**src/rtl/axis_bram_pkg.sv**
```systemverilog
// Shared definitions for the AXIS-to-BRAM writer.
//   state_t         : FSM encoding (IDLE -> WRITE -> FLUSH -> IDLE)
//   BYTES_PER_WORD  : bytes per word for the default 32-bit data path
//   WE_ALL          : all-ones byte-enable for the default data path
//   bytes_per_word(): bytes per word for any DATA_WIDTH (multiple of 8)
package axis_bram_pkg;

   typedef enum logic [1:0] {
      ST_IDLE  = 2'd0,
      ST_WRITE = 2'd1,
      ST_FLUSH = 2'd2
   } state_t;

   localparam int unsigned DEF_DATA_WIDTH = 32;
   localparam int unsigned BYTES_PER_WORD = DEF_DATA_WIDTH / 8;
   localparam logic [BYTES_PER_WORD-1:0] WE_ALL = '1;

   function automatic int unsigned bytes_per_word(input int unsigned dw);
      return dw / 8;
   endfunction

endpackage

```
**src/rtl/axis_bram_writer.sv**
```systemverilog
// axis_bram_writer
//   Consumes the word stream of the upstream AXIS slave adapter and writes each
//   word into a BRAM-controller-style port (byte addressing). A transfer is armed
//   by START with a base address and word count; completion is pulsed on DONE.
// Ports
//   S_AXIS_ACLK / S_AXIS_ARESETN : clock (rising edge) / async active-low reset
//   DIN, DIN_VALID, DIN_ACCEP     : upstream word, valid, accept (combinational)
//   START, BASE_ADDR, LENGTH      : arm transfer (IDLE only), sampled on START
//   ABORT                         : end active transfer early
//   BRAM_ADDR/DIN/EN/WE           : registered BRAM port
//   BUSY, DONE, ABORTED           : status; ABORTED qualifies DONE
//   WORD_COUNT                    : words accepted in current/last transfer
module axis_bram_writer
   import axis_bram_pkg::*;
#(
   parameter int unsigned DATA_WIDTH = 32,
   parameter int unsigned ADDR_WIDTH = 32,
   parameter int unsigned LEN_WIDTH  = 16
) (
   input  logic                    S_AXIS_ACLK,
   input  logic                    S_AXIS_ARESETN,
   input  logic [DATA_WIDTH-1:0]   DIN,
   input  logic                    DIN_VALID,
   output logic                    DIN_ACCEP,
   input  logic                    START,
   input  logic [ADDR_WIDTH-1:0]   BASE_ADDR,
   input  logic [LEN_WIDTH-1:0]    LENGTH,
   input  logic                    ABORT,
   output logic [ADDR_WIDTH-1:0]   BRAM_ADDR,
   output logic [DATA_WIDTH-1:0]   BRAM_DIN,
   output logic                    BRAM_EN,
   output logic [DATA_WIDTH/8-1:0] BRAM_WE,
   output logic                    BUSY,
   output logic                    DONE,
   output logic                    ABORTED,
   output logic [LEN_WIDTH-1:0]    WORD_COUNT
);

   localparam int unsigned BPW      = bytes_per_word(DATA_WIDTH);
   localparam int unsigned ADDR_LSB = $clog2(BPW);
   localparam logic [ADDR_WIDTH-1:0] ADDR_MASK = ~ADDR_WIDTH'(BPW - 1);

   state_t                  r_state;
   state_t                  w_state_nxt;
   logic [ADDR_WIDTH-1:0]   r_base;
   logic [LEN_WIDTH-1:0]    r_len;
   logic [LEN_WIDTH-1:0]    r_count;
   logic [ADDR_WIDTH-1:0]   r_addr;
   logic [DATA_WIDTH-1:0]   r_din;
   logic                    r_en;
   logic [DATA_WIDTH/8-1:0] r_we;
   logic                    r_done;
   logic                    r_aborted;

   logic                    w_accept;
   logic                    w_hs;
   logic                    w_last;
   logic [ADDR_WIDTH-1:0]   w_wr_addr;

   // The accepted-word count doubles as the write index, so stalls never
   // advance the address and the wrap past the top is plain modulo arithmetic.
   always_comb begin
      w_accept  = (r_state == ST_WRITE) && !ABORT;
      w_hs      = w_accept && DIN_VALID;
      w_last    = w_hs && ((r_count + LEN_WIDTH'(1)) == r_len);
      w_wr_addr = r_base + (ADDR_WIDTH'(r_count) << ADDR_LSB);
   end

   always_comb begin
      w_state_nxt = r_state;
      unique case (r_state)
         ST_IDLE: begin
            if (START) begin
               w_state_nxt = (LENGTH == '0) ? ST_FLUSH : ST_WRITE;
            end
         end
         ST_WRITE: begin
            if (ABORT || w_last) begin
               w_state_nxt = ST_FLUSH;
            end
         end
         ST_FLUSH: begin
            w_state_nxt = ST_IDLE;
         end
         default: begin
            w_state_nxt = ST_IDLE;
         end
      endcase
   end

   always_ff @(posedge S_AXIS_ACLK or negedge S_AXIS_ARESETN) begin
      if (!S_AXIS_ARESETN) begin
         r_state <= ST_IDLE;
      end else begin
         r_state <= w_state_nxt;
      end
   end

   always_ff @(posedge S_AXIS_ACLK or negedge S_AXIS_ARESETN) begin
      if (!S_AXIS_ARESETN) begin
         r_base    <= '0;
         r_len     <= '0;
         r_count   <= '0;
         r_addr    <= '0;
         r_din     <= '0;
         r_en      <= 1'b0;
         r_we      <= '0;
         r_done    <= 1'b0;
         r_aborted <= 1'b0;
      end else begin
         // Port strobes and DONE are single-cycle unless re-asserted below.
         r_en   <= 1'b0;
         r_we   <= '0;
         r_done <= 1'b0;
         unique case (r_state)
            ST_IDLE: begin
               if (START) begin
                  r_base    <= BASE_ADDR & ADDR_MASK;
                  r_len     <= LENGTH;
                  r_count   <= '0;
                  r_aborted <= 1'b0;
               end
            end
            ST_WRITE: begin
               if (ABORT) begin
                  r_aborted <= 1'b1;
               end else if (w_hs) begin
                  r_din   <= DIN;
                  r_addr  <= w_wr_addr;
                  r_en    <= 1'b1;
                  r_we    <= '1;
                  r_count <= r_count + LEN_WIDTH'(1);
               end
            end
            ST_FLUSH: begin
               r_done <= 1'b1;
            end
            default: begin
            end
         endcase
      end
   end

   assign DIN_ACCEP  = w_accept;
   assign BRAM_ADDR  = r_addr;
   assign BRAM_DIN   = r_din;
   assign BRAM_EN    = r_en;
   assign BRAM_WE    = r_we;
   assign BUSY       = (r_state != ST_IDLE);
   assign DONE       = r_done;
   assign ABORTED    = r_aborted;
   assign WORD_COUNT = r_count;

endmodule
```
**config.mk**
```make
export PLATFORM = sky130hd
export DESIGN_NAME = axis_bram_writer
export DESIGN_NICKNAME = d
export VERILOG_FILES = /design/src/rtl/axis_bram_pkg.sv /design/src/rtl/axis_bram_writer.sv
export SDC_FILE = /design/constraint.sdc
export NUM_CORES = 1
export LEC_CHECK = 0
export ABC_AREA = 0
export CAP_MARGIN = 20
export CORE_AREA = 10 10 112 155
export DETAILED_ROUTE_END_ITERATION = 8
export DIE_AREA = 0 0 122 165
export PLACE_DENSITY = 0.77
export SYNTH_ARGS = -nofsm -noshare
export SYNTH_HDL_FRONTEND = slang
export SYNTH_SLANG_ARGS = --single-unit
export TNS_END_PERCENT = 10
```
**constraint.sdc**
```tcl
create_clock -name S_AXIS_ACLK -period 3.2 [get_ports S_AXIS_ACLK]
set_input_delay 0.64 -clock S_AXIS_ACLK [delete_from_list [all_inputs] [get_ports S_AXIS_ACLK]]
set_output_delay 0.64 -clock S_AXIS_ACLK [all_outputs]
set_load 0.02 [all_outputs]
```
; After elaboration in Yosys (flattened, before gate mapping)
; Cells that the tools add are included.
[totals]
reg_bits = 135
inputBits = 85
output_inout_bits = 89
wordCells = 53
[classes]
addsub = 2
eq_ne = 8
muxes = 18
n_bitwise = 1
reduce_logical = 14
[ops]
columns = operator, n
row1 = 16-bit two-way mux, 3
row2 = 32-bit by 18-bit adder with 32-bit output, 1
row3 = 16-bit one-hot mux with 2 select lines, 1
row4 = 16-bit by 1-bit adder with 16-bit output (second input constant), 1
row5 = 16-bit equality test, 1
row6 = 16-bit zero test, 1
row7 = 4-bit two-way mux, 3
row8 = 2-bit != test (second input constant), 4
row9 = 1-bit two-way mux, 6
row10 = 2-bit two-way mux, 3
row11 = 3-bit AND reduction, 2
row12 = 2-bit one-hot mux with 2 select lines, 1
row13 = 2-bit AND reduction, 2
row14 = 4-bit AND reduction, 1
row15 = 2-bit nonzero test, 2
row16 = 1-bit logical AND, 3
row17 = 2-bit by 1-bit equality test with 1-bit output (second input constant), 1
row18 = 2-bit equality test (second input constant), 1
row19 = 2-bit zero test, 1
row20 = 2-bit by 1-bit != test with 1-bit output (second input constant), 1
row21 = 1-bit one-hot mux with 2 select lines, 1
row22 = 1-bit zero test, 1
row23 = 1-bit logical OR, 1
row24 = 1-bit inverter, 1

; Logic depth before layout (Yosys ltp)
; Gate-level depths: netlist (run 1).
[depth]
word_depth = 7
ltp_mapped = 10
depth_no_buf = 9

; Worst setup path before layout (run 1)
; Ideal clock, no wire load.
[synth_timing]
path_kind = reg-to-reg
startpoint = register r_count[0] (netlist: WORD_COUNT[0])
endpoint = register r_addr[12] (netlist: BRAM_ADDR[12])
arrival_time_ns = 2.351
setup_slack_ns = 0.720
path_stages_with_launch = 10
path_buffers = 0
synth_period_minus_slack_ns = 2.480
cell_sequence = dfrtp_1 -> ha_1 -> fa_1 -> a21o_1 -> a221o_1 -> a31oi_1 -> o21bai_1 -> a21oi_1 -> xor2_1 -> o21ai_1
[synth_between]
elab_chain_cells = 1
[synth_rtl]
columns = item, line_no
row1 = "start, declared", axis_bram_writer.sv:47  ; logic [LEN_WIDTH-1:0] r_count;
row2 = "start signal, assigned", axis_bram_writer.sv:132  ; r_count <= r_count + LEN_WIDTH'(1);
row3 = 32-bit by 18-bit adder with 32-bit output, axis_bram_writer.sv:66  ; w_wr_addr = r_base + (ADDR_WIDTH'(r_count) << ADDR_LSB);
row4 = "end signal, assigned", axis_bram_writer.sv:129  ; r_addr <= w_wr_addr;
row5 = "end, declared", axis_bram_writer.sv:48  ; logic [ADDR_WIDTH-1:0] r_addr;
; Every way passes these cells.
; A chain may end at the register's enable or synchronous reset.

; Worst setup path after layout (run 1)
[layout_timing]
startpoint = register r_count[10] (netlist: WORD_COUNT[10])
endpoint = register r_addr[17] (netlist: BRAM_ADDR[17])
; Same word-level chain as after synthesis.

==> results of run 1 <==
cell type report:
cell class	instances	area, um2	share of cell area [%]
clock inverter	14	141	1.60
inverter	9	33.8	0.382
sequential	129	3230	36.5
timing repair buffer	174	1760	20.0
clock buffer	18	439	4.97
tap	189	236	2.68
multi-input combinational	469	2990	33.8
layout by cell type, fill, tap and decap left out, types with 18 or more instances in the layout:
cell type / synthesis / final
nand3_1: 20 / 19
dfrtp_1: 129 / 129
mux2_2: 45 / 45
xor2_1: 26 / 26
nand2_1: 153 / 153
clkdlybuf4s50_1: 0 / 168
o21ai_1: 18 / 18
o21ai_0: 37 / 37
a21oi_1: 18 / 18
xnor2_1: 25 / 25
metrics by stage:
step,power [W],cell area [um2]
finish,0.00791,8830
floorplan,0.00468,6400
global route,0.00839,8830
detailed placement,0.00609,8250
global placement,0.00595,8250
CTS,0.00800,8830
worst max-delay path by stage:
stage	from	endpoint	slack [ns]	cells past startpoint
floorplan	WORD_COUNT[0]$_DFFE_PN0P_	BRAM_ADDR[12]$_DFFE_PN0P_	0.72	9
global placement	WORD_COUNT[0]$_DFFE_PN0P_	BRAM_ADDR[30]$_DFFE_PN0P_	0.53	9
detailed placement	WORD_COUNT[0]$_DFFE_PN0P_	BRAM_ADDR[30]$_DFFE_PN0P_	0.42	9
CTS	WORD_COUNT[0]$_DFFE_PN0P_	BRAM_ADDR[30]$_DFFE_PN0P_	0.42	9
global route	WORD_COUNT[0]$_DFFE_PN0P_	BRAM_ADDR[30]$_DFFE_PN0P_	0.24	9
finish	WORD_COUNT[10]$_DFFE_PN0P_	BRAM_ADDR[17]$_DFFE_PN0P_	0.42	8
power by group:
part	internal (W)	total [W]	switching, W	leakage (nW)
Combinational	0.00158	0.00320	0.00162	2.02
Sequential	0.00233	0.00283	0.000500	1.61
Clock	0.00116	0.00188	0.000720	0.277
Total	0.00507	0.00791	0.00284	3.90
logic make-up (layout without fill, tap and decap cells):
kind of cell	after synthesis	count (layout)
fa+ha+maj	18	18
compound gates	118	118
mux	45	45
flops	129	129
buf+inv	42	215
simple gates	235	235
xor+xnor	51	51
other cells	1	2
per-layer routing:
metal  global-route usage, %  up-vias
met4                    7.61        0
met1                    18.4     2523
li1                        -     2535
met3                    4.14       23
met2                    32.9      150
met5                       0        -
sequential cells by signal, summed over array words and instances (netlist names):
signal / cells
BRAM_ADDR: 30
DONE: 1
WORD_COUNT: 16
ABORTED: 1
r_base: 30
r_len: 16
r_state: 2
BRAM_WE: 1
BRAM_DIN: 32
==> qor.txt, run 1 <==
Final Util: 61.4%
Buffers on Ports: 169
crit path cell chain: ha_1 > a2111oi_0 > nand2_1 > nor3_1 > o21ai_1 > a41oi_1 > xor2_1 > o21ai_1
Num CTS Buffers: 17
IO Pins: 174
pwr dens: 895 nW/um2
cells on worst reg2reg path: 8
Hold-fix buffers, CTS: 0
post-synthesis cell type count: 58
R2R Setup Slk: 0.42 ns
post-CTS resize count: 0
CP Launch Type: flip-flop
Pre-antenna DRT Iters: 5
DRC viols: 0
Critical Path AT: 3.07 ns
routed length on met2: 9.74 mm
run status: finished clean
CP Class: flip-flop to flip-flop
# setup viols final: 0
Post-Syn Instances: 639
Compound-Gate Fraction of Synth Area: 11.3%
vias: 5,231
Post-Synth Adder-Cell Area: 3.64%
RSZ-0062 raised after global routing: no
VDD IR max: 533 uV
FP Rows: 52
Pins Over Slew Limit: 0
post-synthesis mux area share: 7.92%
Synth top area share: 50.4%
hold_ws: 0.244 ns
grt total ovfl: 0
antenna-violating nets left: 0
Worst Path Buf+Inv: 0
Starting Density: 44.5%
end of the worst register-to-register path: BRAM_ADDR[17]$_DFFE_PN0P_
fill cell count: 1,214
setup slack after layout: 0.416 ns
Post-Place Cells: 970
part of the cycle the worst path needs: 87.0%
Pleak: 3.90 nW
syn_area_per_cell: 10.0 um2
CP max FO: 9
Max-slew headroom: 53.6%
most frequent cell on the critical path: o21ai_1
crit path capture type: flip-flop
Vert. Die Dim: 165 um
Global Route Usage Sum: 17.7%
register area share after synthesis: 50.4%
Post-synth top cells: nand2_1, dfrtp_1, mux2_2
Crit path largest cell delay: 0.55 ns
synthesis-to-finish area growth: 38.0%
most numerous cell in the Yosys netlist: nand2_1
CP top delay family: compound AO/OA/AOI/OAI gates
final number of hold-violating endpoints: 0
synthesized area: 6400 um2
synth warn: 0
f_max: 359 MHz
number of global-route vias before repair: 5,539
met3 WL: 947 um
Nets: 903
Cell Count, Final, Fillers Out: 1,002
slowest cell on the critical path: a2111oi_0
CTS H-Tree Depth: 4
max layer used: met4
post-CTS setup buffers: 0
#FFs+latches synth: 129
Async S/R FF share, synth: 100%
Clock transition at path regs: 0.06 ns
Metal-1 WL: 6.49 mm
largest family of logic cells by synthesized area: simple AND/OR/NAND/NOR gates
R2R Path Start: WORD_COUNT[10]$_DFFE_PN0P_
antenna violations before repair: 0
TritonCTS sink count: 129
DP Wirelength: 13.2 mm
main flop type after synthesis: dfrtp_1
clk buf depth: 2
drt via density: 5.22
crit path time final: 2.78 ns
WL/cell: 17.5 um
Routed WL: 17.5 mm
Synth Area in XOR/XNOR: 6.98%
setup TNS: 0 ns
# diodes: 0
Post-Synth Simple-Gate Area: 16.4%
die footprint: 20,100 um2
Die W: 122 um
CTS tree: yes
root buffer cell: clkbuf_16
Clock Latency Late Sink: 0.42 ns
Post-synth EDFFs: 0
Yosys top cell by area: dfrtp_1
Area contributors post-synth: dfrtp_1, nand2_1, mux2_2
Max Cap Violations: 0
critical path data required time: 3.49 ns
fraction of layout cells with a size suffix above 1: 11.7%
first-pass GRT wire length: 28.2 mm
initial detailed-routing violation count: 284
HP Class: input port to async pin
Final Skew: 0.00782 ns
largest net degree at the start of global routing: 111
Setup WS pre-CTS: 0.424 ns
GPL Wtd Cong: 0.894
Core Region: 14,400 um2
worst-margin pin slew: 0.691 ns
(Power assumes the default switching activity.)
==> run 2, diff against run 1 <==
- SETUP_SLACK_MARGIN: default -> 0.05
==> results of run 2 <==
No change in the layout: final DEF, timing and power equal those of run 1.
